### src/rtl/cache_pkg.sv
// cache_pkg: shared constants, FSM state type and address helper for the
// line-fill sequencer.
//   WORD_SIZE      bits per word / memory beat
//   WORDS_PER_LINE words per cache line (power of two, >= 2)
//   LINE_BITS      word-index width within a line
//   BYTE_BITS      byte-offset bits within a word
package cache_pkg;

  localparam int unsigned WORD_SIZE      = 32;
  localparam int unsigned WORDS_PER_LINE = 8;
  localparam int unsigned LINE_BITS      = $clog2(WORDS_PER_LINE);
  localparam int unsigned BYTE_BITS      = 2;

  typedef enum logic [1:0] {
    IDLE = 2'd0,
    WB   = 2'd1,
    FILL = 2'd2,
    DONE = 2'd3
  } fill_state_t;

  // base: line-aligned byte address (offset bits already zero)
  // index: word index within the line, zero-extended
  function automatic logic [31:0] line_word_addr(input logic [31:0] base,
                                                 input logic [31:0] index);
    return base | (index << BYTE_BITS);
  endfunction

endpackage

### src/rtl/line_fill_ctrl_if.sv
// line_fill_ctrl_if: word-wide memory request bus between the line-fill
// sequencer (master) and main memory (slave).
//   mem_addr_o   word-aligned byte address
//   mem_wdata_o  write data
//   mem_rd_o     read request, held until mem_ack_i
//   mem_wr_o     write request, held until mem_ack_i
//   mem_ack_i    completes the current beat
//   mem_rdata_i  read data, valid with mem_ack_i
interface line_fill_ctrl_if #(
  parameter int unsigned WORD_SIZE = cache_pkg::WORD_SIZE
);

  logic [31:0]          mem_addr_o;
  logic [WORD_SIZE-1:0] mem_wdata_o;
  logic                 mem_rd_o;
  logic                 mem_wr_o;
  logic                 mem_ack_i;
  logic [WORD_SIZE-1:0] mem_rdata_i;

  modport master (
    output mem_addr_o, mem_wdata_o, mem_rd_o, mem_wr_o,
    input  mem_ack_i, mem_rdata_i
  );

  modport slave (
    input  mem_addr_o, mem_wdata_o, mem_rd_o, mem_wr_o,
    output mem_ack_i, mem_rdata_i
  );

endinterface

### src/rtl/line_beat_ctr.sv
// line_beat_ctr: beat counter for one line-transfer phase.
//   clk      clock, rising edge
//   clr      asynchronous active-low reset
//   clear_i  synchronous return to beat 0 (phase entry), wins over inc_i
//   inc_i    advance one beat
//   start_i  word index of beat 0
//   beat_o   beats completed in this phase
//   idx_o    (start_i + beat_o) mod line length
//   last_o   current beat is the final one of the line
module line_beat_ctr #(
  parameter int unsigned LINE_BITS = 3
) (
  input  logic                 clk,
  input  logic                 clr,
  input  logic                 clear_i,
  input  logic                 inc_i,
  input  logic [LINE_BITS-1:0] start_i,
  output logic [LINE_BITS-1:0] beat_o,
  output logic [LINE_BITS-1:0] idx_o,
  output logic                 last_o
);

  always_ff @(posedge clk or negedge clr) begin
    if (!clr) begin
      beat_o <= '0;
    end else if (clear_i) begin
      beat_o <= '0;
    end else if (inc_i) begin
      beat_o <= beat_o + 1'b1;
    end
  end

  // Natural LINE_BITS overflow gives the wrap past the end of the line.
  assign idx_o  = beat_o + start_i;
  assign last_o = &beat_o;

endmodule

### src/rtl/line_fill_ctrl.sv
// line_fill_ctrl: miss-handling sequencer between the cache controller and
// main memory. On a miss it optionally writes back the dirty victim line, then
// fetches the missing line one word per memory handshake, driving the line
// adapter controls, and pulses done_o so the controller can retry.
//   clk            clock, rising edge
//   clr            asynchronous active-low reset
//   miss_i         miss request (sampled in IDLE only)
//   dirty_i        victim dirty, sampled with miss_i
//   miss_addr_i    missing byte address, sampled with miss_i
//   victim_addr_i  victim line address, sampled with miss_i
//   wb_data_i      victim word at wb_idx_o (combinational from data array)
//   wb_idx_o       victim word index under write-back
//   mem            memory bus (master modport)
//   fill_clr_o     adapter counter clear
//   fill_next_o    adapter counter advance
//   fill_we_o      adapter word write
//   fill_data_o    registered fill word
//   crit_o         critical word delivered
//   busy_o         high in any non-IDLE state
//   done_o         one-cycle completion pulse
// Optional feature macro: FILL_CRITICAL_FIRST_EN (fill starts at the missing
// word and wraps; crit_o marks the first delivered word).
module line_fill_ctrl #(
  parameter  int unsigned WORD_SIZE      = cache_pkg::WORD_SIZE,
  parameter  int unsigned WORDS_PER_LINE = cache_pkg::WORDS_PER_LINE,
  localparam int unsigned LINE_BITS      = $clog2(WORDS_PER_LINE),
  localparam int unsigned BYTE_BITS      = cache_pkg::BYTE_BITS
) (
  input  logic                  clk,
  input  logic                  clr,
  input  logic                  miss_i,
  input  logic                  dirty_i,
  input  logic [31:0]           miss_addr_i,
  input  logic [31:0]           victim_addr_i,
  input  logic [WORD_SIZE-1:0]  wb_data_i,
  output logic [LINE_BITS-1:0]  wb_idx_o,
  line_fill_ctrl_if.master      mem,
  output logic                  fill_clr_o,
  output logic                  fill_next_o,
  output logic                  fill_we_o,
  output logic [WORD_SIZE-1:0]  fill_data_o,
  output logic                  crit_o,
  output logic                  busy_o,
  output logic                  done_o
);

  import cache_pkg::*;

  localparam int unsigned OFF_BITS = LINE_BITS + BYTE_BITS;

  fill_state_t          state_q, state_d;
  logic [31:0]          miss_line_q, victim_line_q;
  logic                 fill_we_q;
  logic [LINE_BITS-1:0] fill_start;
  logic [LINE_BITS-1:0] start, beat, idx;
  logic                 last;
  logic                 accept, beat_ack, phase_end;
  logic [31:0]          idx_ext;
  logic                 unused_bits;

  assign accept    = (state_q == IDLE) && miss_i;
  assign beat_ack  = mem.mem_ack_i && ((state_q == WB) || (state_q == FILL));
  assign phase_end = beat_ack && last;

  // Write-back always starts at word 0; only the fill may be rotated.
  assign start = (state_q == FILL) ? fill_start : '0;

  line_beat_ctr #(
    .LINE_BITS (LINE_BITS)
  ) u_beat (
    .clk     (clk),
    .clr     (clr),
    .clear_i (accept || phase_end),
    .inc_i   (beat_ack),
    .start_i (start),
    .beat_o  (beat),
    .idx_o   (idx),
    .last_o  (last)
  );

  always_comb begin
    state_d = state_q;
    case (state_q)
      IDLE:    if (miss_i) state_d = dirty_i ? WB : FILL;
      WB:      if (phase_end) state_d = FILL;
      FILL:    if (phase_end) state_d = DONE;
      DONE:    state_d = IDLE;
      default: state_d = IDLE;
    endcase
  end

  always_ff @(posedge clk or negedge clr) begin
    if (!clr) begin
      state_q       <= IDLE;
      miss_line_q   <= '0;
      victim_line_q <= '0;
      fill_clr_o    <= 1'b0;
      fill_we_q     <= 1'b0;
      fill_data_o   <= '0;
    end else begin
      state_q    <= state_d;
      fill_clr_o <= accept;
      fill_we_q  <= beat_ack && (state_q == FILL);
      if (accept) begin
        miss_line_q   <= {miss_addr_i[31:OFF_BITS], {OFF_BITS{1'b0}}};
        victim_line_q <= {victim_addr_i[31:OFF_BITS], {OFF_BITS{1'b0}}};
      end
      if (beat_ack && (state_q == FILL)) begin
        fill_data_o <= mem.mem_rdata_i;
      end
    end
  end

`ifdef FILL_CRITICAL_FIRST_EN
  logic crit_q;

  always_ff @(posedge clk or negedge clr) begin
    if (!clr) begin
      fill_start <= '0;
      crit_q     <= 1'b0;
    end else begin
      if (accept) begin
        fill_start <= miss_addr_i[OFF_BITS-1:BYTE_BITS];
      end
      crit_q <= beat_ack && (state_q == FILL) && (beat == '0);
    end
  end

  assign crit_o = crit_q;
`else
  assign fill_start = '0;
  assign crit_o     = 1'b0;
`endif

  assign idx_ext = {{(32-LINE_BITS){1'b0}}, idx};

  // Bus outputs decode from the registered state, so rd/wr swap in one edge
  // at the WB->FILL boundary and everything is zero while in reset.
  always_comb begin
    mem.mem_addr_o  = '0;
    mem.mem_wdata_o = '0;
    mem.mem_rd_o    = 1'b0;
    mem.mem_wr_o    = 1'b0;
    wb_idx_o        = '0;
    case (state_q)
      WB: begin
        mem.mem_wr_o    = 1'b1;
        mem.mem_addr_o  = line_word_addr(victim_line_q, idx_ext);
        mem.mem_wdata_o = wb_data_i;
        wb_idx_o        = idx;
      end
      FILL: begin
        mem.mem_rd_o   = 1'b1;
        mem.mem_addr_o = line_word_addr(miss_line_q, idx_ext);
      end
      default: ;
    endcase
  end

  assign fill_we_o   = fill_we_q;
  assign fill_next_o = fill_we_q;
  assign busy_o      = (state_q != IDLE);
  assign done_o      = (state_q == DONE);

  assign unused_bits = ^{victim_addr_i[OFF_BITS-1:0], miss_addr_i[OFF_BITS-1:0], beat};

endmodule

### src/flat_wrapper.sv
// flat-port wrapper written by rule: the top's interface ports become plain ports
module line_fill_ctrl_flat import cache_pkg::*;
#(
  parameter  int unsigned WORD_SIZE      = cache_pkg::WORD_SIZE,
  parameter  int unsigned WORDS_PER_LINE = cache_pkg::WORDS_PER_LINE,
  localparam int unsigned LINE_BITS      = $clog2(WORDS_PER_LINE),
  localparam int unsigned BYTE_BITS      = cache_pkg::BYTE_BITS
)
  (clk, clr, miss_i, dirty_i, miss_addr_i, victim_addr_i, wb_data_i, wb_idx_o, fill_clr_o, fill_next_o, fill_we_o, fill_data_o, crit_o, busy_o, done_o, mem_mem_addr_o, mem_mem_wdata_o, mem_mem_rd_o, mem_mem_wr_o, mem_mem_ack_i, mem_mem_rdata_i);
  line_fill_ctrl_if #(.WORD_SIZE(WORD_SIZE)) mem_i ();
  input  logic clk;
  input  logic clr;
  input  logic miss_i;
  input  logic dirty_i;
  input  logic [31:0] miss_addr_i;
  input  logic [31:0] victim_addr_i;
  input  logic [WORD_SIZE-1:0] wb_data_i;
  output logic [LINE_BITS-1:0] wb_idx_o;
  output logic fill_clr_o;
  output logic fill_next_o;
  output logic fill_we_o;
  output logic [WORD_SIZE-1:0] fill_data_o;
  output logic crit_o;
  output logic busy_o;
  output logic done_o;
  output wire logic [$bits(mem_i.mem_addr_o)-1:0] mem_mem_addr_o;
  output wire logic [$bits(mem_i.mem_wdata_o)-1:0] mem_mem_wdata_o;
  output wire logic [$bits(mem_i.mem_rd_o)-1:0] mem_mem_rd_o;
  output wire logic [$bits(mem_i.mem_wr_o)-1:0] mem_mem_wr_o;
  input wire logic [$bits(mem_i.mem_ack_i)-1:0] mem_mem_ack_i;
  input wire logic [$bits(mem_i.mem_rdata_i)-1:0] mem_mem_rdata_i;
  assign mem_mem_addr_o = mem_i.mem_addr_o;
  assign mem_mem_wdata_o = mem_i.mem_wdata_o;
  assign mem_mem_rd_o = mem_i.mem_rd_o;
  assign mem_mem_wr_o = mem_i.mem_wr_o;
  assign mem_i.mem_ack_i = mem_mem_ack_i;
  assign mem_i.mem_rdata_i = mem_mem_rdata_i;
  line_fill_ctrl #(.WORD_SIZE(WORD_SIZE), .WORDS_PER_LINE(WORDS_PER_LINE)) u_core (.clk(clk), .clr(clr), .miss_i(miss_i), .dirty_i(dirty_i), .miss_addr_i(miss_addr_i), .victim_addr_i(victim_addr_i), .wb_data_i(wb_data_i), .wb_idx_o(wb_idx_o), .mem(mem_i), .fill_clr_o(fill_clr_o), .fill_next_o(fill_next_o), .fill_we_o(fill_we_o), .fill_data_o(fill_data_o), .crit_o(crit_o), .busy_o(busy_o), .done_o(done_o));
endmodule
### config.mk
export PLATFORM = sky130hd
export DESIGN_NAME = line_fill_ctrl_flat
export DESIGN_NICKNAME = d
export VERILOG_FILES = /design/src/rtl/cache_pkg.sv /design/src/rtl/line_fill_ctrl_if.sv /design/src/rtl/line_beat_ctr.sv /design/src/rtl/line_fill_ctrl.sv /design/src/flat_wrapper.sv
export SDC_FILE = /design/constraint.sdc
export NUM_CORES = 1
export LEC_CHECK = 0
export CAP_MARGIN = 20
export CORE_MARGIN = 3
export CORE_UTILIZATION = 39
export CTS_CLUSTER_DIAMETER = 150
export DETAILED_ROUTE_END_ITERATION = 6
export PLACE_DENSITY = 0.79
export SETUP_SLACK_MARGIN = 0.1
export SLEW_MARGIN = 20
export SYNTH_ARGS = -nofsm -noshare
export SYNTH_HDL_FRONTEND = slang
export SYNTH_SLANG_ARGS = --single-unit
export TNS_END_PERCENT = 5
### constraint.sdc
create_clock -name clk -period 2.05 [get_ports clk]
set_input_delay 0.41 -clock clk [delete_from_list [all_inputs] [get_ports clk]]
set_output_delay 0.41 -clock clk [all_outputs]
set_load 0.01 [all_outputs]
Word-level counts from Yosys, hierarchy flattened
Index checks and enable logic that the tools add are counted.
- bits in registers: 93
- bits of input ports: 133
- output and inout port bits: 107
- logic and storage cells: 39
- $add $sub $neg: 1
- equality and inequality tests: 6
- muxes and demuxes: 12
- bitwise gates (word level): 2
- reductions and logical operators: 11
- operators with widths (cell ; number):
    bitwise OR 32 x 5 -> 32 bit ; 2
    case mux 32 bit (2 select lines) ; 1
    two-way mux 32 bit ; 1
    two-way mux 3 bit ; 3
    two-way mux 2 bit ; 4
    case mux 2 bit (4 select lines) ; 1
    AND reduction 3 bit ; 2
    equality test 2 bit, second input constant ; 2
    logical AND 1 bit ; 4
    != test 2 x 1 -> 1 bit, second input constant ; 2
    nonzero test 2 bit ; 2
    adder 3 x 1 -> 3 bit, second input constant ; 1
    equality test 2 x 1 -> 1 bit, second input constant ; 1
    zero test 2 bit ; 1
    logical OR 1 bit ; 2
    two-way mux 1 bit ; 2
    != test 2 bit, second input constant ; 1

Depth between registers and ports, before layout
Gate-level depths: netlist of the first run.
- depth after elaboration: 6
- depth in mapped cells: 7
- gate-level depth less buffers: 5

Hierarchy
Synthesis of the first run repeated with hierarchy kept, for this count alone.
- cell total of the unflattened synthesis: 332
- area, all modules: 4488.1 µm²
- by module, submodules not included (module ; times used ; cells an instance ; area an instance (µm²) ; seq. area each (µm²)):
    line_fill_ctrl ; 1 ; 317 ; 4297.9 ; 2252.2
    line_beat_ctr ; 1 ; 15 ; 190.2 ; 75.1

Least setup slack after synthesis of the first run
Ideal clock, no wire load.
- kind: reg-to-output
- from: register u_core.state_q[1]
- to: output port mem_mem_addr_o[10]
- arrival: 1.448 ns
- data required time: 1.640 ns
- setup slack: 0.192 ns
- cell stages (with the launch flop): 7
- path buffers: 2
- cells stage by stage: dfrtp_1 -> inv_1 -> ha_1 -> buf_2 -> clkbuf_1 -> a22oi_1 -> nor2b_1
- longest elaborated chain between the ends: 2
- elaborated cells between the ends (all ways): 3
- classes of those cells: eq/ne: 2; mux: 1
- RTL lines (item ; line ; RTL):
    start: declaration ; line_fill_ctrl.sv:51 ; fill_state_t state_q, state_d;
    start signal: assignment ; line_fill_ctrl.sv:101 ; state_q <= state_d;
    equality test 2 bit / equality test 2 x 1 -> 1 bit (equally long branches) ; line_fill_ctrl.sv:145 ; case (state_q)
    case mux 32 bit (2 select lines) * ; line_fill_ctrl.sv:145 ;
    end: declaration ; flat_wrapper.sv:26 ; output wire logic [$bits(mem_i.mem_addr_o)-1:0] mem_mem_addr_o;
Every way passes the cells marked *; elsewhere a longest branch is shown, timed or not.

Worst setup path in the final report of the first run
- from: register u_core.state_q[1]
- to: output port mem_mem_addr_o[11]
The elaborated chain is that of the path after synthesis.

==> impl_metrics.json, run 1 <==
{
  "status": "finished with violations",
  "violated_checks": "negative setup slack",
  "grt_setup_unrepaired": "yes",
  "place.detailed.instances": 684,
  "coreArea_um2": 10600,
  "drt.antenna.violating_nets": 0,
  "io-pin-count": 240,
  "worstPathArrival_ps": 1760,
  "synth-simple-area-share": 0.1080,
  "placement_rows": 37,
  "grt_pass1_vias": 3964,
  "maximum_number_of_pins_on_one_net_before_global_route_repair": 47,
  "fillCellCount": 771,
  "netlist-cell-type-count": 24,
  "floorplan.die_area_um2": 12480,
  "synth.yosys.warnings": 0,
  "via_per_inst": 4.985,
  "finalWeightedCongestion": 0.8027,
  "diodes": 0,
  "chipWidth_um": 111.7,
  "irDropWorstVdd_v": 0.0007762,
  "synth_xor_area_frac": 0,
  "hold_path.class": "in2async",
  "synth.most_common_cell": "sky130_fd_sc_hd__dfrtp_1",
  "yosys-top-cells-count": "sky130_fd_sc_hd__dfrtp_1, sky130_fd_sc_hd__mux2_2, sky130_fd_sc_hd__and2_1",
  "post_route_cells_drive_above_1_share": 0.4364,
  "timing.setup.critical_path_class": "reg2out",
  "count_of_input_and_output_buffers": 226,
  "dr.pass1.iters": 4,
  "dpl.hpwl_um": 9149,
  "synth-adder-area-share": 0.02010,
  "crit_path_start_kind": "register",
  "die_height_um": 111.7,
  "post-place-ws_ps": -136.4,
  "groute.usage.overall": 0.2111,
  "setup.worst_path.end_class": "output pin",
  "clock-sinks": 93,
  "fmax_ghz": 0.4617,
  "finalCoreUtilization": 0.6920,
  "wl_per_cell_um": 18.29,
  "post-synth-top-area-cell": "sky130_fd_sc_hd__dfrtp_1",
  "static-leakage-power_nw": 3.247,
  "complex_gate_fraction_of_the_synthesized_area": 0.05197,
  "final.setup_skew_ps": 9.683,
  "synth-seq-cells": 93,
  "drt_iter0_markers": 75,
  "cellPowerDensity_nw_per_um2": 1550,
  "setup_viol": 53,
  "post_route_clock_period_utilization": 1.057,
  "required_worst_endpoint_ps": 1640,
  "postSynth.asyncResetShare": 1.000,
  "number_of_standard_cells_in_the_final_layout_excluding_fillers": 718,
  "postSynthCellCount": 330,
  "grt_antenna_before_repair": 0,
  "synth_ff_type": "sky130_fd_sc_hd__dfrtp_1",
  "vias": 3579,
  "layout.nets": 717,
  "initial_standard_cell_utilization_of_the_core": 0.4111,
  "fin_ws_ps": -116.1,
  "detail_route.drc_violations": 0,
  "drv.max_cap_violation_count": 0,
  "synth_top_family_by_area": "multiplexers",
  "grt_first_pass_wirelength_um": 21000,
  "timing_max_transition_violations_final": 0,
  "tritoncts": "done",
  "finalWirelength_um": 13130,
  "synth.yosys.seq_area_share": 0.5340,
  "cp_max_fo": 7,
  "area_growth_syn_to_layout_pct": 68.33,
  "clk_latency_ps": 350,
  "post_synth_mux_area_share": 0.2452,
  "synthDominantCellAreaShare": 0.5340,
  "h-tree-depth": 3,
  "synth.area.top_cells": "sky130_fd_sc_hd__dfrtp_1, sky130_fd_sc_hd__mux2_2, sky130_fd_sc_hd__mux2_4, sky130_fd_sc_hd__and2_1, sky130_fd_sc_hd__a22oi_1",
  "fin_crit_ps": 2166,
  "cts_made_buffers": 9,
  "cts.clk_slew.worst_paths_ps": 90,
  "mapped_area_um2": 4358,
  "cts-root-buf": "sky130_fd_sc_hd__clkbuf_8",
  "hold_violations": 0,
  "cts.path.max_buffers": 2,
  "avgSynthCellArea_um2": 13.21,
  "globalRoute.totalOverflow": 0,
  "synth-edff-count": 0
}
==> per-layer routing <==
layer  vias up  track usage  wire (um)
met5         -            0          0
met4         0      0.06894        173
met3        13      0.07120       1199
met2       177       0.3701       6684
met1      1753       0.2422       5076
li1       1636            -          -
==> worst max-delay path, cell delays in order, from the launching register on <==
cell and delay (ps):
sky130_fd_sc_hd__dfrtp_1 390, sky130_fd_sc_hd__inv_2 50, sky130_fd_sc_hd__buf_6 120, sky130_fd_sc_hd__ha_4 300, sky130_fd_sc_hd__buf_6 110, sky130_fd_sc_hd__buf_16 110, sky130_fd_sc_hd__buf_6 90, sky130_fd_sc_hd__nor2b_1 100
sky130_fd_sc_hd__buf_2 140
==> state kept, by name, indices dropped and copies added (netlist names) <==
name                  count
u_core.state_q            2
u_core.fill_next_o        1
u_core.victim_line_q     27
u_core.fill_data_o       32
u_core.u_beat.beat_o      3
u_core.fill_clr_o         1
u_core.miss_line_q       27
==> power by group <==
group / leakage (nW) / switching (W) / internal [W] / total [W]
Sequential: 1.10 / 0.000601 / 0.00277 / 0.00337
Clock: 0.113 / 0.000617 / 0.000701 / 0.00132
Combinational: 2.03 / 0.00263 / 0.00405 / 0.00668
Total: 3.25 / 0.00385 / 0.00752 / 0.0114
==> layout make-up <==
cell class	count	area, um^2	share of cell area
Clock buffer	14	182.7	0.02490
Clock inverter	2	38.79	0.005287
Inverter	4	15.01	0.002047
Multi-Input combinational cell	208	2097	0.2859
Sequential cell	93	2327	0.3172
Tap cell	136	170.2	0.02320
Timing Repair Buffer	261	2505	0.3415
==> placed cells by master, fill, tap and decap left out, drive strengths merged, types with 3 or more instances in the layout <==
cell type / synthesis / final
clkdlybuf4s50: 0 / 156
buf: 18 / 101
dfrtp: 93 / 93
mux2: 86 / 86
and2: 36 / 36
a22oi: 27 / 27
nor2b: 27 / 27
clkbuf: 9 / 14
ha: 7 / 7
nand2: 5 / 5
mux2i: 4 / 4
inv: 4 / 4
conb: 1 / 3
and3: 3 / 3
==> cell families after synthesis <==
group	after synthesis
AND/OR/NAND/NOR	77
other	1
flip-flops	93
adder cells (fa/ha/maj)	7
multiplexers	90
AO/OA/AOI/OAI	31
buffers and inverters	31
==> repair_timing <==
item	4_1_cts	5_1_grt
buffers inserted	12	2
hold endpoints to repair	27	0
endpoints found under the setup margin	69	67
pin swaps	13	6
cloned	4	0
gates resized for setup	329	30
hold buffers	1	0
==> stage by stage <==
step                      hold WS [ps]  setup TNS (ps)  cell area [um^2]  power [W]
after floorplan                  114.4               0              4365   0.006164
after global placement           356.0           -2107              6854   0.008815
after detailed placement         364.7           -2673              6854   0.008999
after CTS                        504.0           -3108              7236    0.01119
after global routing             525.9           -7089              7336    0.01207
final                            507.7           -1806              7336    0.01137
==> path summary, 6_finish.rpt <==
check                                       start                        to  slack [ps]  cells past startpoint
max in group asynchronous                     clr  u_core.victim_line_q[11]         910                      3
setup reg to reg                u_core.state_q[1]    u_core.fill_data_o[22]         280                      6
setup / recovery                u_core.state_q[1]        mem_mem_addr_o[11]        -120                      8
hold / removal                                clr    u_core.fill_data_o[14]         510                      2
min in group clk           u_core.fill_data_o[11]    u_core.fill_data_o[11]         510                      1
hold reg to reg            u_core.fill_data_o[11]    u_core.fill_data_o[11]         510                      1
No activity file was read; power rests on OpenSTA's default activity.
==> inputs of run 2 (changes only) <==
CTS_CLUSTER_SIZE = 40   (was default)
SKIP_CTS_REPAIR_TIMING = 1   (was default)
==> run 2 against run 1 <==
- the run still ends with negative setup slack left
- clock skew up 1.2 ps
- register-to-register slack about the same
- wire length is 5.8% lower
- first-iteration DRC count increased by 11%
- cell area fell by 3.4%
- setup slack better by 14 ps
- flip-flop and latch count unchanged
- non-clock buffer count decreased by 10
- hold slack about the same
- cell count decreased by 1.4%
- sequential power barely moved
==> impl_metrics.json, run 2 (synthesis results as in run 1) <==
{
  "violated_checks": "negative setup slack",
  "cp_max_fo": 15,
  "io-pin-count": 240,
  "timing.setup.critical_path_class": "reg2out",
  "status": "finished with violations",
  "drt.antenna.violating_nets": 0,
  "pwr-share-comb": 0.554,
  "coreArea_um2": 10600,
  "holdCritStartpoint": "u_core.fill_data_o[11]",
  "area_growth_syn_to_layout_pct": 62.53,
  "fin_crit_ps": 2152,
  "layout.cells.most_common_list": "sky130_fd_sc_hd__clkdlybuf4s50_1, sky130_fd_sc_hd__dfrtp_1, sky130_fd_sc_hd__mux2_2",
  "finalWeightedCongestion": 0.8027,
  "fmax_ghz": 0.4646,
  "clock_power_share": 0.126,
  "power_switching_share": 0.3392,
  "largest_register_ffs": 32,
  "layout.nets": 707,
  "hold_path_end": "u_core.fill_data_o[11]",
  "setup_viol": 26,
  "cts_made_buffers": 9,
  "static-leakage-power_nw": 3.162,
  "detail_route.drc_violations": 0,
  "crit_path_start_kind": "register",
  "regToRegStartpoint": "u_core.state_q[1]",
  "layout_commonest_cell": "sky130_fd_sc_hd__clkdlybuf4s50_1",
  "reg2reg_slack_ps": 290,
  "groute.usage.overall": 0.1941,
  "hold_path.class": "reg2reg",
  "irDropWorstVdd_v": 0.0007661,
  "critical_path.cell_chain": "buf_6 > ha_4 > buf_12 > buf_12 > a22oi_1 > nor2b_1 > dlymetal6s2s_1",
  "cts.path.max_buffers": 2,
  "critical_path_buf_inv_count": 4,
  "cpMostUsedCell": "sky130_fd_sc_hd__buf_12",
  "clock-sinks": 93,
  "seq_power_share": 0.320,
  "cts-root-buf": "sky130_fd_sc_hd__clkbuf_8",
  "die_height_um": 111.7,
  "diodes": 0,
  "timing.reg2reg.worst_path_depth": 6,
  "worst_path_largest_cell_delay_ps": 410,
  "cellPowerDensity_nw_per_um2": 1479,
  "post_route_clock_period_utilization": 1.050,
  "power_switching_w": 0.003555,
  "final.setup_skew_ps": 10.91,
  "tritoncts": "done",
  "aggregate_negative_setup_slack_ps": -970.4,
  "dr.pass1.iters": 4,
  "cts.clk_slew.worst_paths_ps": 90,
  "grt_first_pass_wirelength_um": 19410,
  "via_per_inst": 4.968,
  "drt_iter0_markers": 83,
  "critical-path-top-delay-family": "buffers and inverters",
  "post_route_cells_drive_above_1_share": 0.3846,
  "clk_latency_ps": 350,
  "finalHoldWorstSlack_ps": 507.7,
  "globalRoute.totalOverflow": 0,
  "hold_violations": 0,
  "vias": 3517,
  "hold_path_depth": 1,
  "reg_top3": "u_core.fill_data_o: 32 flops, u_core.miss_line_q: 27 flops, u_core.victim_line_q: 27 flops",
  "largest_register_by_flop_count": "u_core.fill_data_o",
  "required_worst_endpoint_ps": 1640,
  "setup.worst_path.end_class": "output pin",
  "grt_antenna_before_repair": 0,
  "p_total_w": 0.01048,
  "finalWirelength_um": 12370,
  "fin_ws_ps": -102.3,
  "grt_setup_unrepaired": "yes",
  "initial_standard_cell_utilization_of_the_core": 0.4111,
  "cpMaxStageDelayCell": "sky130_fd_sc_hd__dfrtp_1",
  "placement_rows": 37,
  "drv.max_cap_violation_count": 0,
  "grt_pass1_vias": 3770,
  "maximum_number_of_pins_on_one_net_before_global_route_repair": 47,
  "worstPathArrival_ps": 1740,
  "dpl.hpwl_um": 9149,
  "worstReg2RegEnd": "u_core.fill_data_o[22]",
  "floorplan.die_area_um2": 12480,
  "fillCellCount": 824,
  "h-tree-depth": 3,
  "timing_max_transition_violations_final": 0,
  "count_of_input_and_output_buffers": 226,
  "chipWidth_um": 111.7,
  "wl_per_cell_um": 17.48,
  "intPower_w": 0.006924
}
run 2: cell count changes in the layout (fill, tap and decap cells not counted), moves of 6 or more:
cell                       previous run  this run
sky130_fd_sc_hd__and2_4              12         2
sky130_fd_sc_hd__nor2b_1             15        24
sky130_fd_sc_hd__buf_6               24         2
sky130_fd_sc_hd__and2_1              24        34
sky130_fd_sc_hd__clkbuf_2             0        40
sky130_fd_sc_hd__buf_4               15         9
sky130_fd_sc_hd__buf_2               49        23
run 2: final cells by class:
cell class,instances,area [um^2],share of cell area
clock inverter,2,38.79,0.005476
sequential,93,2327,0.3286
tap,136,170.2,0.02402
timing repair buffer,251,2340,0.3303
multi-input combinational,208,2009,0.2837
inverter,4,15.01,0.002120
clock buffer,14,182.7,0.02579
run 2: metal layers:
layer,track usage,wire [um]
met5,0,0
met3,0.07011,1184
met4,0.07461,204
met1,0.2274,4832
met2,0.3257,6152
run 2: worst max path at each step:
stage	from	to	slack, ps	depth (start not counted)
4_1_cts	u_core.state_q[0]	mem_mem_addr_o[8]	-540	6
5_1_grt	u_core.state_q[0]	mem_mem_addr_o[24]	-170	7
3_5_place_dp	u_core.state_q[0]	mem_mem_addr_o[8]	-140	6
2_1_floorplan	u_core.state_q[1]	mem_mem_addr_o[10]	190	6
3_3_place_gp	u_core.state_q[0]	mem_mem_addr_o[8]	-130	6
6_report	u_core.state_q[0]	mem_mem_addr_o[26]	-100	7
run 2: per-stage QoR:
step / setup WS [ps] / utilization / cells / instance area (um^2)
final: -102.3 / 0.6681 / 708 / 7083
after global routing: -169.8 / 0.6681 / 708 / 7083
after CTS: -537.0 / 0.6674 / 700 / 7076
after detailed placement: -136.4 / 0.6465 / 684 / 6854
after global placement: -126.3 / 0.6465 / 684 / 6854
after floorplan: 191.5 / - / 332 / 4365
run 2: power groups by stage:
| stage | combinational, W | sequential, W | clock [W] |
|---|---|---|---|
| 2_1_floorplan | 0.00282 | 0.00334 | 0 |
| 3_3_place_gp | 0.00558 | 0.00324 | 0 |
| 3_5_place_dp | 0.00569 | 0.00331 | 0 |
| 4_1_cts | 0.00572 | 0.00329 | 0.00137 |
| 5_1_grt | 0.00627 | 0.00347 | 0.00144 |
| 6_report | 0.00581 | 0.00335 | 0.00132 |
==> inputs of run 3 (changes only) <==
SLEW_MARGIN = default   (was 20)
==> results of run 3 <==
Final layout, timing and power as in run 2 (identical DEF).
